### config.mk
export PLATFORM = sky130hd
export DESIGN_NAME = interrupt_line_driver
export DESIGN_NICKNAME = d
export VERILOG_FILES = /design/src/rtl/interrupt_line_driver_pkg.sv /design/src/rtl/interrupt_line_driver_sync.sv /design/src/rtl/interrupt_line_driver.sv
export SDC_FILE = /design/constraint.sdc
export NUM_CORES = 1
export LEC_CHECK = 0
export BUFFER_PORTS_ARGS = -buffer_cell sky130_fd_sc_hd__buf_4
export CAP_MARGIN = 20
export CORE_ASPECT_RATIO = 0.75
export CORE_MARGIN = 8
export CORE_UTILIZATION = 45
export CTS_CLUSTER_DIAMETER = 200
export DETAILED_ROUTE_END_ITERATION = 8
export GPL_TIMING_DRIVEN = 0
export PLACE_DENSITY_LB_ADDON = 0.08
export SYNTH_ARGS = -nofsm -noshare
export SYNTH_HDL_FRONTEND = slang
export SYNTH_SLANG_ARGS = --single-unit
### constraint.sdc
create_clock -name clock -period 3.3 [get_ports clock]
set_input_delay 0.495 -clock clock [delete_from_list [all_inputs] [get_ports clock]]
set_output_delay 0.495 -clock clock [all_outputs]
set_load 0.01 [all_outputs]
### src/rtl/interrupt_line_driver_pkg.sv
// Shared CPU/bus constants for the interrupt line driver: source count,
// bus width and the register map.
package interrupt_line_driver_pkg;

    localparam int NUM_SOURCES = 16;
    localparam int BUS_WIDTH   = 32;

    localparam logic [1:0] ADDR_PENDING  = 2'd0;  // R: pending, W: 1-to-clear
    localparam logic [1:0] ADDR_MODE     = 2'd1;  // R/W: 0 level, 1 edge
    localparam logic [1:0] ADDR_SET      = 2'd2;  // W: 1-to-set, R: 0
    localparam logic [1:0] ADDR_RESERVED = 2'd3;  // R: 0, W: ignored

    typedef logic [NUM_SOURCES-1:0] srcVec_t;

    // Zero-extend a source vector onto the bus.
    function automatic logic [BUS_WIDTH-1:0] toBus(input srcVec_t value);
        return {{(BUS_WIDTH-NUM_SOURCES){1'b0}}, value};
    endfunction

endpackage

### src/rtl/interrupt_line_driver_sync.sv
// Two-flop synchronizer bringing asynchronous event inputs into the clock
// domain. Width-parameterized; one instance covers all sources.
module Synchronizer2 #(
    parameter int WIDTH = 1
) (
    input  logic             clock,
    input  logic             reset,
    input  logic [WIDTH-1:0] asyncIn,
    output logic [WIDTH-1:0] syncOut
);

    logic [WIDTH-1:0] s1;
    logic [WIDTH-1:0] s2;

    // First stage may go metastable; second stage gives it a cycle to settle.
    always_ff @(posedge clock) begin
        if (reset) begin
            s1 <= '0;
            s2 <= '0;
        end else begin
            s1 <= asyncIn;
            s2 <= s1;
        end
    end

    assign syncOut = s2;

endmodule

### src/rtl/interrupt_line_driver.sv
// Interrupt line driver: synchronizes 16 device events, latches them as
// level or edge pending bits, and exposes pending/mode/set registers on a
// simple strobe/ack bus. interruptLines is the pending register itself.
module interrupt_line_driver
    import interrupt_line_driver_pkg::*;
(
    input  logic                   clock,
    input  logic                   reset,
    input  logic [NUM_SOURCES-1:0] eventInputs,
    input  logic                   busStrobe,
    input  logic                   busWrite,
    input  logic [1:0]             busAddress,
    input  logic [BUS_WIDTH-1:0]   busDataIn,
    output logic [BUS_WIDTH-1:0]   busDataOut,
    output logic                   busAck,
    output logic [NUM_SOURCES-1:0] interruptLines
);

    srcVec_t s2;
    srcVec_t prev;
    srcVec_t pending;
    srcVec_t mode;

    srcVec_t clearMask;
    srcVec_t setMask;
    srcVec_t pendingNext;
    srcVec_t writeData;
    logic    accept;
    logic    doWrite;
    logic [BUS_WIDTH-1:0] readData;

    // Upper write-data bits have no register behind them.
    logic unusedDataHigh;
    assign unusedDataHigh = ^busDataIn[BUS_WIDTH-1:NUM_SOURCES];

    Synchronizer2 #(.WIDTH(NUM_SOURCES)) eventSync (
        .clock   (clock),
        .reset   (reset),
        .asyncIn (eventInputs),
        .syncOut (s2)
    );

    assign writeData = busDataIn[NUM_SOURCES-1:0];
    // busAck high means the previous cycle was accepted; a held strobe must
    // not be taken twice.
    assign accept    = busStrobe && !busAck;
    assign doWrite   = accept && busWrite;

    // Bus decode and next pending value. Level bits track s2 and ignore the
    // bus; edge bits are sticky, and a rising edge or software set beats a
    // same-cycle clear. The current mode governs this edge, so a mode write
    // takes effect on the following cycle.
    always_comb begin
        clearMask = '0;
        setMask   = '0;
        readData  = '0;
        if (doWrite && busAddress == ADDR_PENDING) clearMask = writeData;
        if (doWrite && busAddress == ADDR_SET)     setMask   = writeData;
        if (accept && !busWrite) begin
            case (busAddress)
                ADDR_PENDING: readData = toBus(pending);
                ADDR_MODE:    readData = toBus(mode);
                default:      readData = '0;
            endcase
        end
        pendingNext = (~mode & s2)
                    | ( mode & ((pending & ~clearMask) | (s2 & ~prev) | setMask));
    end

    // Edge-detect history behind the synchronizer.
    always_ff @(posedge clock) begin
        if (reset) prev <= '0;
        else       prev <= s2;
    end

    // Pending and mode registers.
    always_ff @(posedge clock) begin
        if (reset) begin
            pending <= '0;
            mode    <= '0;
        end else begin
            pending <= pendingNext;
            if (doWrite && busAddress == ADDR_MODE) mode <= writeData;
        end
    end

    // One-cycle ack with read data; data bus is zero whenever ack is low.
    always_ff @(posedge clock) begin
        if (reset) begin
            busAck     <= 1'b0;
            busDataOut <= '0;
        end else begin
            busAck     <= accept;
            busDataOut <= readData;
        end
    end

    assign interruptLines = pending;

endmodule

==> qor.csv <==
stage,metric,value,unit
status,status,"complete, no violations",
timing,max frequency,630.6,MHz
timing,final hold viol count,0,
synthesis,Mapped Cells,376,
global_route,largest net degree at the start of global routing,17,
floorplanning,area of the core,8309,µm²
setup_path,Setup crit end kind,flip-flop,
synthesis,async set-reset flop share out of synthesis,0,%
timing,RSZ-0062 raised after global routing,no,
floorplanning,die width,122.0,µm
route,wire per inst,14.99,µm
synthesis,"EDFF count, synth",0,
clock_tree,TritonCTS clock tree,done,
finish,Final #Nets,525,
clock_tree,post-cts sizing count,0,
global_route,GRT Overall Usage,15.71,%
pwr,Max IR drop VDD,0.0001937,V
clock_tree,Clock Path Buffers,2,
floorplanning,IO Pins,103,
place,Port-buffer cells,69,
timing,final setup violation count,0,
pwr,Overall Power,2.163,mW
clock_tree,clock root cell,clkbuf_8,
floorplanning,Die Height,95.50,µm
place,gpl congestion,0.7962,
clock_tree,Num CTS Buffers,9,
pwr,Leakage,1.981,nW
synthesis,top post-synthesis cells by area,"dfxtp_1 51%, nor2b_1 8.9%, mux2i_1 8.4%",
place,Inst Count DP,568,
synthesis,register area share after synthesis,51.20,%
floorplanning,effective utilization at floorplan,45.64,%
floorplanning,std cell rows,29,
floorplanning,die area,11650,µm²
setup_path,Worst path max stage delay,380,ps
clock_tree,Setup Buffers After CTS,0,
setup_path,required time of the critical path,3510,ps
setup_path,slowest CP cell,clkbuf_1,
clock_tree,Hold Buf Count CTS,0,
global_route,GRT Residual Overflow,0,
finish,Layout Cells excl Fill,583,
setup_path,CP Class,input port to flip-flop,
synthesis,ys flop type,dfxtp_1,
timing,worst slew pin tran,620.7,ps
route,Initial DRT Pass Iterations,4,
synthesis,Synth top area share,51.20,%
timing,Final Max Tran Viols,0,
finish,"most common cell after layout, fill and taps aside",dfxtp_1,
finish,Area Growth Syn to Fin,23.75,%
hold_path,class of the worst hold path,input port to flip-flop,
global_route,vias in the first global route,2870,
timing,Slew headroom,58.62,%
finish,most frequent cells in the layout,"97 x dfxtp_1, 88 x buf_4, 54 x nor2b_1, 32 x nand2b_1, 32 x mux2i_1",
finish,n_diodes,0,
global_route,first-pass GRT wire length,14230,µm
setup_path,critical path cell sequence,buf_4 > buf_4 > clkbuf_1 > and2b_1 > a32oi_1 > o311ai_0,
setup_path,most used cell along the critical path,buf_4,
synthesis,post-synth cell types,27,
route,Via-to-Cell Ratio,4.767,
route,First DRT Iteration DRCs,197,
setup_path,CP Data Arrival Time,1790,ps
clock_tree,Clock transition at path regs,90,ps
setup_path,Worst Path Max Fanout,10,
synthesis,Yosys Warn Count,0,
timing,clock skew,15.53,ps
finish,# fillers,765,
synthesis,synthesized area per cell,10.09,µm²
clock_tree,worst skew pair latency,360,ps
global_route,antenna violations before repair,0,
place,detailed placement HPWL,6396,µm
setup_path,crit start category,input port,
route,drt drc,0,
timing,Final period util,48.06,%
route,Antenna Nets Post-Route,0,
synthesis,Synth Cell Area,3792,µm²
timing,Fin Hold WS,342.9,ps
clock_tree,CTS sink cnt,97,
timing,setup TNS,0,ps
synthesis,#FFs+latches synth,97,
clock_tree,htree depth,3,
job,max cap viols,0,
pwr,PwrDens,460.8,nW/µm²
route,Routed WL,8737,µm
timing,crit path time final,1586,ps
synthesis,post-synth top area cell,dfxtp_1,
route,Via Count,2779,
finish,ratio of cells with drive above 1 in the final layout,24.00,%
-- per-layer routing --
metal	up-vias	GRT usage (%)	routed length, µm
met1	1263	19.73	4161
met4	0	5.220	91
met3	9	5.917	664
li1	1425	-	-
met5	-	0	0
met2	82	24.42	3820
-- final timing paths --
kind	from	to	slack, ps	cells past startpoint
max reg2reg	busAck$_SDFF_PP0_	interruptLines[9]$_SDFF_PP0_	1740	5
min reg2reg	eventSync.s1[3]$_SDFF_PP0_	eventSync.syncOut[3]$_SDFF_PP0_	440	1
max	reset	interruptLines[9]$_SDFF_PP0_	1710	6
min	eventInputs[14]	eventSync.s1[14]$_SDFF_PP0_	340	2
-- metrics by stage --
stage	area, µm²	worst slack, ps	utilization [%]
CTS	4693	1661	56.48
global placement	4502	1376	54.18
detailed placement	4502	1311	54.18
finish	4693	1714	56.48
global route	4693	1614	56.48
floorplan	3849	1770	-
-- cell usage after synthesis (5+ instances only) --
library cell and count:
o311ai_0 6, and2b_1 5, buf_2 5, nand2_1 22
nand4_1 11, dfxtp_1 97, nand2b_1 32, o311ai_1 5
a32oi_1 11, nor2b_1 54, buf_4 19, a311o_1 5
clkbuf_1 8, nor2_1 16, a21o_1 5, nor4bb_1 6
nor3_1 5, inv_1 22, mux2i_1 32
-- registers in the layout, summed over array words and instances (netlist names) --
name and cells:
busAck 1, prev 16, eventSync.s1 16, mode 16
busDataOut 16, interruptLines 16, eventSync.syncOut 16
-- power by group --
group	leakage [nW]	switching [mW]	internal, mW	total, mW
clock	0.0917	0.407	0.349	0.756
combinational	1.10	0.0913	0.0964	0.188
sequential	0.792	0.0162	1.20	1.22
-- logic make-up (layout without fill, tap and decap cells) --
group           Yosys count  after routing  share of synthesized area [%]
other cells               1             16                        0.09888
flops                    97             97                          51.20
simple gates            156            156                          24.45
buf+inv                  58            142                          8.413
compound gates           32             32                          7.390
mux                      32             32                          8.446
-- worst max-delay path: cells and delay by family --
kind	cells	cell delay, ps
buf+inv	3	650
simple gates	1	270
compound gates	2	370
-- final cells by class --
class,count,area (µm²),share of cell area (%)
repair buffers,69,518.0,11.04
clock buffers,9,123.9,2.639
inverters,22,82.58,1.760
well taps,108,135.1,2.879
clock inverters,6,67.56,1.440
plain buffers,36,236.5,5.039
multi-input cells,236,1588,33.83
flip-flops and latches,97,1942,41.38
Power figures use the tool's default switching activity.
